<file path="src/rtl/regfile_wr_sched.sv">
// Write-port scheduler: fixed-priority pipeline writeback plus FIFO-buffered long-latency results.
// Optional macro REGFILE_WR_PASSTHRU_EN lets an LU write bypass an empty FIFO.
module regfile_wr_sched #(
    parameter int DEPTH    = 4,
    parameter int MAX_WAIT = 8
) (
    input  logic                   clk,
    input  logic                   reset,
    input  logic                   flush,
    input  logic                   wb_valid,
    input  logic [4:0]             wb_num,
    input  logic [31:0]            wb_data,
    input  logic                   lu_valid,
    output logic                   lu_ready,
    input  logic [4:0]             lu_num,
    input  logic [31:0]            lu_data,
    output logic                   wr_en,
    output logic [4:0]             wr_num,
    output logic [31:0]            wr_data,
    output logic [31:0]            busy_mask,
    output logic                   stall_req,
    output logic [$clog2(DEPTH):0] fifo_count
);
    localparam int PW = $clog2(DEPTH);
    localparam int CW = PW + 1;
    localparam int WW = $clog2(MAX_WAIT + 1);
    localparam logic [CW-1:0] DEPTH_C = CW'(DEPTH);
    localparam logic [WW-1:0] WAIT_C  = WW'(MAX_WAIT);

    logic [36:0]   mem_q [DEPTH];
    logic [PW-1:0] rd_ptr_q, rd_ptr_d, wr_ptr_q, wr_ptr_d;
    logic [CW-1:0] count_q, count_d;
    logic          wr_en_q, wr_en_d, wr_lu_q, wr_lu_d;
    logic [4:0]    wr_num_q, wr_num_d;
    logic [31:0]   wr_data_q, wr_data_d;
    logic [WW-1:0] wait_q, wait_d;
    logic          stall_q, stall_d;

    logic wb_req, fifo_empty, lu_real, pop, passthru, push;
    logic [36:0]   head;
    logic [PW-1:0] idx;

    // LU handshake: a transfer happens on an edge where lu_valid && lu_ready; lu_ready
    // depends only on the registered occupancy, never on a same-cycle pop.
    always_comb begin
        wb_req     = wb_valid && (wb_num != 5'd0);
        fifo_empty = (count_q == '0);
        lu_ready   = (count_q < DEPTH_C);
        lu_real    = lu_valid && lu_ready && (lu_num != 5'd0) && !flush;
        pop        = !wb_req && !fifo_empty && !flush;
`ifdef REGFILE_WR_PASSTHRU_EN
        passthru   = fifo_empty && !wb_req && lu_real;
`else
        passthru   = 1'b0;
`endif
        push       = lu_real && !passthru;
        head       = mem_q[rd_ptr_q];
    end

    always_comb begin
        wr_en_d   = 1'b0;
        wr_lu_d   = 1'b0;
        wr_num_d  = wr_num_q;
        wr_data_d = wr_data_q;
        if (wb_req) begin
            wr_en_d   = 1'b1;
            wr_num_d  = wb_num;
            wr_data_d = wb_data;
        end else if (pop) begin
            wr_en_d   = 1'b1;
            wr_lu_d   = 1'b1;
            wr_num_d  = head[36:32];
            wr_data_d = head[31:0];
        end else if (passthru) begin
            wr_en_d   = 1'b1;
            wr_lu_d   = 1'b1;
            wr_num_d  = lu_num;
            wr_data_d = lu_data;
        end

        rd_ptr_d = pop  ? rd_ptr_q + 1'b1 : rd_ptr_q;
        wr_ptr_d = push ? wr_ptr_q + 1'b1 : wr_ptr_q;
        count_d  = count_q + CW'(push) - CW'(pop);
        if (flush) begin
            rd_ptr_d = '0;
            wr_ptr_d = '0;
            count_d  = '0;
        end

        // Reaching this else means the head is present and WB took the port.
        wait_d  = wait_q;
        stall_d = stall_q;
        if (flush || pop || fifo_empty) begin
            wait_d  = '0;
            stall_d = 1'b0;
        end else begin
            if (wait_q != WAIT_C) wait_d = wait_q + 1'b1;
            if (wait_d == WAIT_C) stall_d = 1'b1;
        end
    end

    always_comb begin
        busy_mask = '0;
        idx       = '0;
        for (int k = 0; k < DEPTH; k++) begin
            idx = rd_ptr_q + PW'(k);
            if (CW'(k) < count_q) busy_mask[mem_q[idx][36:32]] = 1'b1;
        end
        if (wr_en_q && wr_lu_q) busy_mask[wr_num_q] = 1'b1;
    end

    always_ff @(posedge clk) begin
        if (push) mem_q[wr_ptr_q] <= {lu_num, lu_data};
    end

    always_ff @(posedge clk or negedge reset) begin
        if (!reset) begin
            rd_ptr_q  <= '0;
            wr_ptr_q  <= '0;
            count_q   <= '0;
            wr_en_q   <= 1'b0;
            wr_lu_q   <= 1'b0;
            wr_num_q  <= '0;
            wr_data_q <= '0;
            wait_q    <= '0;
            stall_q   <= 1'b0;
        end else begin
            rd_ptr_q  <= rd_ptr_d;
            wr_ptr_q  <= wr_ptr_d;
            count_q   <= count_d;
            wr_en_q   <= wr_en_d;
            wr_lu_q   <= wr_lu_d;
            wr_num_q  <= wr_num_d;
            wr_data_q <= wr_data_d;
            wait_q    <= wait_d;
            stall_q   <= stall_d;
        end
    end

    assign wr_en      = wr_en_q;
    assign wr_num     = wr_num_q;
    assign wr_data    = wr_data_q;
    assign stall_req  = stall_q;
    assign fifo_count = count_q;
endmodule

</file>
<file path="config.mk">
export PLATFORM = sky130hd
export DESIGN_NAME = regfile_wr_sched
export DESIGN_NICKNAME = d
export VERILOG_FILES = /design/src/rtl/regfile_wr_sched.sv
export SDC_FILE = /design/constraint.sdc
export NUM_CORES = 1
export LEC_CHECK = 0
export ABC_AREA = 1
export BUFFER_PORTS_ARGS = -buffer_cell sky130_fd_sc_hd__buf_2
export CORE_MARGIN = 4
export CORE_UTILIZATION = 60
export DETAILED_ROUTE_END_ITERATION = 8
export GPL_ROUTABILITY_DRIVEN = 0
export PLACE_DENSITY = 0.84
export SYNTH_ARGS = -nofsm -noshare
export SYNTH_HDL_FRONTEND = slang
export SYNTH_SLANG_ARGS = --single-unit
</file>
<file path="constraint.sdc">
create_clock -name clk -period 7.3 [get_ports clk]
set_clock_uncertainty 0.2 [all_clocks]
set_input_delay 0.365 -clock clk [delete_from_list [all_inputs] [get_ports clk]]
set_output_delay 0.365 -clock clk [all_outputs]
set_load 0.05 [all_outputs]
</file>
# After elaboration in Yosys (flattened, before gate mapping)
# Memory sizes are Yosys's and may differ from the RTL's.
# Cells that the tools add are included.
# word_totals
ff_bits	51
mem_bits_rw	148
input_bits	79
out_inout_bits	75
word_cells	96
mem_count	1
# memory_table
memory	depth	width	rd	rd_ports_with_merged_regs	write_ports	line	rtl
mem_q	4	37	4	0	1	30	logic [36:0] mem_q [DEPTH];
# op_classes
addsub	7
order_cmp	15
n_eq_ne	2
n_mux	34
bitwise_logic	4
reduce_logical	24
# ops
operator	count
two-way mux 32 bit	7
bitwise OR 32 bit	4
< comparator 5 x 6 -> 1 bit (second input constant)	5
demux 1 bit (select 5 bit)	5
>= comparator 5 x 1 -> 1 bit (second input constant)	5
logical AND 1 bit	12
two-way mux 1 bit	12
two-way mux 4 bit	3
two-way mux 5 bit	2
nonzero test 5 bit	2
two-way mux 2 bit	4
nonzero test 2 bit	4
< comparator 1 x 3 -> 1 bit (first input constant)	2
< comparator 2 x 3 -> 1 bit (first input constant)	2
adder 2 x 1 -> 2 bit (second input constant)	2
adder 2 bit (second input constant)	2
adder 4 x 1 -> 4 bit (second input constant)	1
== test 4 bit (second input constant)	1
inequality test 4 bit (second input constant)	1
adder 3 x 1 -> 3 bit	1
logical NOT 1 bit	3
logical NOT 3 bit	1
< comparator 3 bit (second input constant)	1
two-way mux 3 bit	1
2 further kinds	3

# Longest topological paths before layout
# Gate-level depths: netlist of the first run.
# An unclocked memory read counts as a cell.
# logic_depth
ltp_word	14
mapped_depth	12
mapped_depth_nobuf	12

# Worst setup path after synthesis of the first run
# OpenSTA, ideal clock, no wires.
# synth_path
path_kind	reg-to-reg
start	reg count_q[2], in the netlist fifo_count[2]
end	mem mem_q[0][0], enable pin
setup_ns	0.431
t_arrival_ns	3.048
t_required_ns	6.669
setup_slack_ns	3.621
path_stages_with_launch	6
n_path_buf	0
synth_period_minus_slack_ns	3.679
cell_sequence	dfrtp_1 -> inv_1 -> nand3_1 -> inv_1 -> nand2_1 -> nor2_1
# synth_between
elab_chain_cells	6
# synth_lines
element	line	rtl
from (decl)	32	logic [CW-1:0] count_q, count_d;
from (signal assigned)	130	count_q <= count_d;
< comparator 3 bit	48	lu_ready = (count_q < DEPTH_C);
net lu_ready	14	output logic lu_ready,
logical AND 1 bit (3 in a row)	49	lu_real = lu_valid && lu_ready && (lu_num != 5'd0) && !flush;
two-way mux 1 bit	113	if (push) mem_q[wr_ptr_q] <= {lu_num, lu_data};
two-way mux 1 bit (implied by the code)	113	
to (decl)	30	
# The timed path passes the listed nets, and every way through them passes these cells.

# Worst setup path in the final report of the first run
# layout_path
start	reg rd_ptr_q[1]
end	out busy_mask[0]
# layout_between
elab_chain_cells	14
elab_cells_between_ends	33
classes_between	add/sub (3); order compare (8); mux (13); bitwise (4); reduce/logical (4); memory (1)
# layout_lines
element	line	rtl
from (decl)	31	logic [PW-1:0] rd_ptr_q, rd_ptr_d, wr_ptr_q, wr_ptr_d;
from (signal assigned)	128	rd_ptr_q <= rd_ptr_d;
adder 2 x 1 -> 2 bit or memory read (4 x 37 bit) (tied branches)	n/a	
memory read (4 x 37 bit) *	n/a	
< comparator 5 x 6 -> 1 bit (implied by the code) (tied with other cells)	107	if (CW'(k) < count_q) busy_mask[mem_q[idx][36:32]] = 1'b1;
logical AND 1 bit (implied by the code) or two-way mux 1 bit (tied branches)	107	
two-way mux 1 bit (implied by the code) or demux 1 bit (select 5 bit) (tied branches)	107	
demux 1 bit (select 5 bit) or two-way mux 32 bit (tied branches)	107	
bitwise OR 32 bit (no line)	n/a	
two-way mux 32 bit	107	
bitwise OR 32 bit (no line)	n/a	
two-way mux 32 bit	107	
bitwise OR 32 bit (no line)	n/a	
two-way mux 32 bit *	107	
bitwise OR 32 bit (no line)	n/a	
two-way mux 32 bit *	109	if (wr_en_q && wr_lu_q) busy_mask[wr_num_q] = 1'b1;
to (decl)	20	output logic [31:0] busy_mask,
# Mark *: on every way between the ends. The rest lies on a longest branch, timed or not.

==> results.toml, run 1 <==
[setup_path]
cpMaxStageDelayCell = "dfrtp_1"
crit_start = "rd_ptr_q[1]"
arrival_ns = 2.93
critPathLaunchType = "flop"
r2r_end = "fifo_count[2]"
worstPathRequired_ns = 6.73
cp-end-kind = "primary output"
path_cells = "inv_4 > nand2_1 > nand2_2 > nand2_1 > nand2_1 > inv_2 > nand3_2 > nor2_1 > nor2_1 > nand2_1 > buf_2"
path_delay_family = "simple AND/OR/NAND/NOR gates"
crit_fanout = 19
endpoint = "busy_mask[0]"
crit_path_frequent_cell = "nand2_1"
path_buf_inv = 3
rrSetupSlack_ns = 4.52
r2r_start = "fifo_count[2]"
worstRegToRegCells = 9
cpPeakStageDelay_ns = 0.75
crit_type = "reg -> out"
crit_cells = 11

[floorplanning]
start_util_pct = 62.2
ios = 154
coreArea_sq_um = 16100
die_area_sq_um = 18800
dieHeight_microns = 137
die_w_microns = 137
std_cell_rows = 46

[clock_network]
cts_resized = 0
clkLatencyLatePin_ns = 0.44
numCtsBuffers = 17
clock-sinks = 199
h-tree-depth = 4
post-cts-setup-buffers = 0
clkSlewWorstSetupHoldPaths_ns = 0.07
cts_root_buffer = "clkbuf_16"
clock_path_buffers = 2
cts_tree = "done"

[yosys]
netlist_instances = 1176
synthAdderAreaFrac_pct = 1.45
synthesis.area_sq_um = 10000
synth-warning-count = 0
syn-num-nets = 1266
synthSimpleGateAreaFrac_pct = 32.8
synthMuxAreaShare_pct = 0
synth_top_family_by_area = "simple AND/OR/NAND/NOR gates"
synth_area_leaders = "edfxtp_1 44%, nand2_1 17%, dfrtp_1 13%"
yosys.area_share.xor_xnor_pct = 0.262
yosysTopAreaCellShare_pct = 44.4
syn_avg_cell_area_sq_um = 8.52
synth_compound_area_share_pct = 4.17
synth_ff_type = "edfxtp_1"
synth_edf_count = 148
ys_ff_latch = 199
synth_area_leader_cell = "edfxtp_1"
synth.distinct_cells = 29
synth_seq_area_share_pct = 57.1
async_reset_ff_share_pct = 25.6

[layout]
final_util_pct = 75.8
area_growth_pct = 22.0
drive_above_1_share_pct = 17.0
fin_nets = 1474
final_cell_area_sq_um = 12200

[routing]
ant_nets = 0
firstDrtPassIters = 6
via_count = 9148
wirelength_microns = 28300
drt_iter0_markers = 1171
viasPerCell = 5.66
drt-wirelength-per-cell_microns = 17.5
drc = 0

[sta]
max_freq_ghz = 0.286
finalHoldViolations = 0
fin_setup_tns_ns = 0
fin_crit_ns = 3.50
whs_ns = 0.0162
finalSetupViolCount = 0
post-route-period-util_pct = 47.9
relSlewSlack_pct = 36.0
drv_slew = 0
worst_pin_slew_ns = 0.956
rsz0062_at_grt = "no"

[power_and_ir_drop]
ir_drop_mv = 0.333
cellPowerDensity_nw_per_um2 = 352
leakage_nw = 5.26

[job]
drv_cap = 0

[placement]
portBuffers = 153
dp_hpwl_microns = 17300
post_dp_cell_area_sq_um = 11000

[global_routing]
grt_overflow = 0
grtUsageTotal_pct = 31.1
grt_pass1_vias = 9118
grt_max_degree = 52
grt_pass1_wl_microns = 45000
antenna_found_initial = 2

[outcome]
status = "finished, final reports clean"

[min_path]
holdCritPathClass = "in -> reg"
## how the worst min path moves through the flow
stage                      from            end  slack [ns]  cells after the start
floorplan                 reset  fifo_count[0]       -0.13                      0
finish               wb_data[3]     wr_data[3]        0.02                      3
global route         wb_data[6]     wr_data[6]        0.03                      3
CTS                 wb_data[13]    wr_data[13]       0.008                      3
detailed placement  wr_data[24]    wr_data[24]        0.34                      2
global placement      stall_req      stall_req        0.31                      2
## cell usage after synthesis (3+ instances only)
master and n:
a21oi_1 3, a31oi_1 32, buf_2 9, buf_6 6
clkbuf_1 21, dfrtp_1 51, edfxtp_1 148, ha_1 10
inv_1 48, inv_2 7, nand2_1 465, nand2_2 8
nand3_1 45, nand3_2 8, nand4_1 33, nor2_1 206
nor2_2 5, nor2_4 6, nor3_1 17, o211ai_1 5
o21ai_0 12, o21ai_1 21
## cell type report
cell class,instances,area [sq um]
Multi-Input combinational cell,883,3920
Clock inverter,15,183
Sequential cell,199,5720
Antenna cell,2,5.00
Timing Repair Buffer,227,1480
Fill cell,1053,3900
Clock buffer,17,425
Tap cell,216,270
Inverter,56,213
## what timing repair did
action,in CTS,in global routing
hold endpoints to repair,224,0
setup endpoints to repair,0,0
hold buffers,63,0
## layer usage
| layer | up-vias | wire, microns | GRT usage [%] |
|---|---|---|---|
| li1 | 4294 | - | - |
| met1 | 4170 | 10500 | 36.5 |
| met2 | 574 | 14100 | 53.8 |
| met3 | 108 | 2670 | 7.16 |
| met4 | 2 | 1020 | 15.3 |
| met5 | - | 17 | 0 |
## cells in the final DEF, fill, tap and decap left out, drive strengths merged
master,instances
dlygate4sd3,63
clkinvlp,3
nand4,33
edfxtp,148
nand3b,2
inv,64
diode,2
nand3,53
o211ai,5
dfrtp,51
ha,10
fa,1
clkinv,2
xor2,2
nand2,474
bufinv,2
a31oi,32
o21ai,33
clkbuf,17
nor3,17
a21oi,3
xnor2,1
buf,164
nor2,217
## power breakdown
group | internal, mW | switching (mW)
sequential | 1.36 | 0.0975
clock | 0.519 | 0.444
combinational | 0.429 | 1.45
total | 2.31 | 1.99
## worst register-to-register path, stage by stage, from the launching register on
cell and delay, ns:
dfrtp_1 0.50, nor3_1 0.61, nor3_1 0.20, ha_1 0.34, inv_1 0.06, ha_1 0.12, inv_1 0.05, fa_1 0.37
o21ai_0 0.15, a21oi_1 0.06
## sequential cells by signal, summed over array words and instances, names as in the netlist
register    cells
mem_q         148
wr_data        32
wr_num          5
wait_q          4
fifo_count      3
rd_ptr_q        2
wr_ptr_q        2
stall_req       1
wr_en           1
wr_lu_q         1
## kinds of logic after synthesis
group,Yosys count
buffers and inverters,94
and+or+nand+nor,796
DFF,199
xor gates and xnor gates,3
adders and majority gates,11
AOI/OAI and AO/OA,73
## per-stage QoR
stage	std cells	power [mW]	worst slack (ns)
2_1_floorplan	1176	2.83	3.62
3_3_place_gp	1518	3.22	3.55
3_5_place_dp	1518	3.26	3.45
4_1_cts	1613	4.25	3.88
5_1_grt	1614	4.51	3.59
6_report	1615	4.30	3.80
(Power assumes the default switching activity.)
==> run 2, diff against run 1 <==
--- a/config.mk
+++ b/config.mk
@@ -8,10 +8,10 @@
 export ABC_AREA = 1
 export BUFFER_PORTS_ARGS = -buffer_cell sky130_fd_sc_hd__buf_2
 export CORE_MARGIN = 4
-export CORE_UTILIZATION = 60
+export CORE_UTILIZATION = 52
 export DETAILED_ROUTE_END_ITERATION = 8
 export GPL_ROUTABILITY_DRIVEN = 0
-export PLACE_DENSITY = 0.84
+export PLACE_DENSITY = 0.77
 export SYNTH_ARGS = -nofsm -noshare
 export SYNTH_HDL_FRONTEND = slang
 export SYNTH_SLANG_ARGS = --single-unit
==> constraint.sdc (replaced) <==
create_clock -name clk -period 3.1 [get_ports clk]
set_clock_uncertainty 0.2 [all_clocks]
set_input_delay 0.155 -clock clk [delete_from_list [all_inputs] [get_ports clk]]
set_output_delay 0.155 -clock clk [all_outputs]
set_load 0.05 [all_outputs]
==> results.toml, run 2 (synthesis gave the netlist of run 1 again) <==
[global_routing]
grt_overflow = 0
grt_max_degree = 76
grt_pass1_vias = 8930
grtUsageTotal_pct = 26.2
antenna_found_initial = 0
grt_pass1_wl_microns = 44900

[clock_network]
clkSlewWorstSetupHoldPaths_ns = 0.09
clkLatencyLatePin_ns = 0.44
clock-sinks = 199
cts_tree = "done"
cts_root_buffer = "clkbuf_16"
h-tree-depth = 4
numCtsBuffers = 17
clock_path_buffers = 2

[routing]
firstDrtPassIters = 6
drc = 0
ant_nets = 0
viasPerCell = 5.47
drt_iter0_markers = 709
via_count = 9203
wirelength_microns = 28400
drt-wirelength-per-cell_microns = 16.9

[layout]
nFillCells = 1431
drive_above_1_share_pct = 17.5
area_growth_pct = 25.3
largest_register_ffs = 148
final_common_cell = "nand2_1"
fin_nets = 1500
final_util_pct = 66.7
diodes = 0
mostFrequentLayoutCells = "465 x nand2_1, 201 x nor2_1, 153 x buf_2"
fin_cells = 1683
regMostFlops = "mem_q"

[min_path]
holdCritPathClass = "in -> async"

[setup_path]
worstPathRequired_ns = 2.74
critPathLaunchType = "flop"
arrival_ns = 2.62
crit_type = "reg -> out"
cp-end-kind = "primary output"
crit_fanout = 8

[floorplanning]
coreArea_sq_um = 18800
die_area_sq_um = 21600
ios = 154
std_cell_rows = 50
dieHeight_microns = 147
die_w_microns = 147
start_util_pct = 53.2

[outcome]
status = "finished, final reports clean"

[job]
drv_cap = 0

[power_and_ir_drop]
leakage_nw = 5.39
ir_drop_mv = 0.578
p_total_mw = 10.1
cellPowerDensity_nw_per_um2 = 807

[sta]
worst_pin_slew_ns = 0.874
fin_setup_tns_ns = 0
final.setup.worst_slack_ns = 0.127
max_freq_ghz = 0.336
finalHoldViolations = 0
fin_crit_ns = 2.97
post-route-period-util_pct = 95.9
relSlewSlack_pct = 41.7
drv_slew = 0
finalSetupViolCount = 0
rsz0062_at_grt = "yes"

[placement]
dp_hpwl_microns = 18300
dpl.cell_count = 1573
dpl_worst_slack_ns = 0.484
portBuffers = 153
[run 2: cell types whose count changed in the layout (fill, tap and decap cells not counted), moves of 3 or more]
cell,previous run,this run
nand2_2,9,6
clkinv_8,1,5
dlygate4sd3_1,63,78
inv_6,6,2
buf_4,11,19
[run 2: per-stage QoR]
step	hold slack, ns	area, sq um
2_1_floorplan	-0.341	10000
3_3_place_gp	0.0987	11100
3_5_place_dp	0.116	11100
4_1_cts	0.192	12500
5_1_grt	0.248	12600
6_report	0.179	12600
[run 2: what timing repair did]
item,4_1_cts,5_1_grt
endpoints found under the hold margin,225,0
endpoints found under the setup margin,0,32
gates resized for setup,0,5
buffers inserted,0,0
hold buffers,78,0
[run 2: path summary, 6_finish.rpt]
path | from | endpoint | slack [ns] | cells past startpoint
worst min register to register | stall_req | stall_req | 0.33 | 2
worst max-delay path | fifo_count[2] | busy_mask[8] | 0.13 | 8
min in group clk | lu_data[3] | mem_q[3][3] | 0.26 | 2
worst min-delay path | reset | wr_data[21] | 0.18 | 2
worst max register to register | fifo_count[2] | fifo_count[2] | 0.40 | 11
max in group asynchronous | reset | wr_data[10] | 1.68 | 3
[run 2: cell type report]
cell class                 count  area, sq um  area share, %
sequential                   199         5720           45.6
multi-input combinational    883         3930           31.3
timing repair buffer         253         1740           13.9
clock buffer                  17          425           3.39
tap                          260          325           2.59
inverter                      56          213           1.69
clock inverter                15          193           1.53
[run 2: per-layer routing]
metal	wire length (microns)	vias up	GRT usage, %
li1	-	4350	-
met1	11100	4303	32.7
met2	14000	491	45.3
met3	2470	59	5.40
met4	794	0	9.64
met5	0	-	0
[run 2: critical path, stage by stage, from the launching register on]
cell and delay, ns:
dfrtp_1 0.53, inv_1 0.17, ha_1 0.25, a21oi_1 0.27, nand3_1 0.34, nor2_1 0.19
nor2_1 0.07, nand2_1 0.08, buf_2 0.27
[run 2: power breakdown]
part	leakage [nW]	total (mW)	switching, mW	internal [mW]
Clock	0.296	2.24	1.13	1.11
Sequential	1.96	3.43	0.227	3.20
Combinational	3.14	4.47	3.41	1.06
==> run 3, diff against run 2 <==
--- a/config.mk
+++ b/config.mk
@@ -9,8 +9,10 @@
 export BUFFER_PORTS_ARGS = -buffer_cell sky130_fd_sc_hd__buf_2
 export CORE_MARGIN = 4
 export CORE_UTILIZATION = 52
+export CTS_CLUSTER_SIZE = 12
 export DETAILED_ROUTE_END_ITERATION = 8
 export GPL_ROUTABILITY_DRIVEN = 0
+export MAX_ROUTING_LAYER = met4
 export PLACE_DENSITY = 0.77
 export SYNTH_ARGS = -nofsm -noshare
 export SYNTH_HDL_FRONTEND = slang
==> results.toml, run 3 (synthesis gave the netlist of run 1 again) <==
[global_routing]
grt_overflow = 0
antenna_found_initial = 0
grt_max_degree = 76
grtUsageTotal_pct = 27.0
grt_pass1_vias = 8934
grt_pass1_wl_microns = 44900

[layout]
mostFrequentLayoutCells = "465 x nand2_1, 201 x nor2_1, 153 x buf_2"
diodes = 0
largest_register_ffs = 148
final_common_cell = "nand2_1"
fin_nets = 1500
area_growth_pct = 25.3
final_util_pct = 66.7
regMostFlops = "mem_q"
drive_above_1_share_pct = 17.5
fin_cells = 1683

[placement]
dp_hpwl_microns = 18300
dpl_worst_slack_ns = 0.484
portBuffers = 153
dpl.cell_count = 1573

[clock_network]
h-tree-depth = 4
post-cts-setup-buffers = 0
clock_path_buffers = 2
clkLatencyLatePin_ns = 0.44
cts_tree = "done"
clkSlewWorstSetupHoldPaths_ns = 0.09
numCtsBuffers = 17
clock-sinks = 199
cts_root_buffer = "clkbuf_16"

[floorplanning]
ios = 154
die_w_microns = 147
coreArea_sq_um = 18800
start_util_pct = 53.2
dieHeight_microns = 147
die_area_sq_um = 21600
std_cell_rows = 50

[power_and_ir_drop]
swShare_pct = 47.0
p_clk_share_pct = 22.1
internal_power_mw = 5.38
seqPwrFrac_pct = 33.8
pwr-share-comb_pct = 44.1
cellPowerDensity_nw_per_um2 = 808
ir_drop_mv = 0.579
leakage_nw = 5.39
p_sw_mw = 4.77

[routing]
via_count = 9192
ant_nets = 0
firstDrtPassIters = 7
drc = 0
drt_iter0_markers = 698
viasPerCell = 5.46
drt-wirelength-per-cell_microns = 16.9
wirelength_microns = 28500

[sta]
fin_crit_ns = 2.97
rsz0062_at_grt = "yes"
final.setup.worst_slack_ns = 0.129
whs_ns = 0.180
relSlewSlack_pct = 41.0
max_freq_ghz = 0.337
finalSetupViolCount = 0
post-route-period-util_pct = 95.8
drv_slew = 0
worst_pin_slew_ns = 0.885
finalHoldViolations = 0

[setup_path]
critPathLaunchType = "flop"
worstPathRequired_ns = 2.74
cp-end-kind = "primary output"
crit_type = "reg -> out"
crit_fanout = 8
arrival_ns = 2.62

[job]
drv_cap = 0

[outcome]
status = "finished, final reports clean"

[min_path]
holdCritPathClass = "in -> async"
[run 3: cell counts in the layout (fill, tap and decap cells not counted)]
Identical to the previous run, type by type.
[run 3: cell type report]
cell class | count | area (sq um)
timing repair buffer | 253 | 1740
inverter | 56 | 213
sequential | 199 | 5720
fill | 1431 | 6280
multi-input combinational | 883 | 3930
tap | 260 | 325
clock buffer | 17 | 425
clock inverter | 15 | 193
[run 3: through the flow]
stage / total power, mW / TNS, ns / instance area (sq um)
after floorplan: 6.66 / -85.68 / 10000
after global placement: 7.65 / 0 / 11100
after detailed placement: 7.73 / 0 / 11100
after CTS: 10.0 / 0 / 12500
after global routing: 10.7 / -0.124 / 12600
final: 10.1 / 0 / 12600
[run 3: critical path, stage by stage, from the launching register on]
cell and delay, ns:
dfrtp_1 0.53, inv_1 0.18, ha_1 0.26, a21oi_1 0.27, nand3_1 0.33, nor2_1 0.20
nor2_1 0.07, nand2_1 0.08, buf_2 0.27
[run 3: routing by layer]
metal / global-route usage (%) / up-vias / part of all wire [%]
met5: - / - / 0
met4: 9.78 / 0 / 2.9
met3: 4.75 / 65 / 8.6
met2: 45.3 / 506 / 49
met1: 33.2 / 4273 / 39
li1: - / 4348 / -
[run 3: power by group through the flow]
stage          sequential [mW]  combinational, mW  clock [mW]
4_1_cts                   3.40               4.36        2.25
2_1_floorplan             4.24               2.43           0
6_report                  3.43               4.47        2.24
3_3_place_gp              3.45               4.20           0
3_5_place_dp              3.46               4.27           0
5_1_grt                   3.47               4.82        2.39
[run 3: timing repair]
| item | CTS | global route |
|---|---|---|
| hold buffers | 78 | 0 |
| setup endpoints to repair | 0 | 32 |
| endpoints found under the hold margin | 225 | 0 |
| gates resized for setup | 0 | 5 |
[run 3: path summary, 6_finish.rpt]
kind                                from            end  slack, ns  cells past startpoint
max                        fifo_count[2]  busy_mask[19]       0.13                      8
max in group asynchronous          reset     wr_data[9]       1.68                      3
max reg2reg                fifo_count[2]  fifo_count[2]       0.39                     11
min reg2reg                    stall_req      stall_req       0.33                      2
min                                reset    wr_data[21]       0.18                      2
min in group clk              lu_data[3]    mem_q[3][3]       0.26                      2
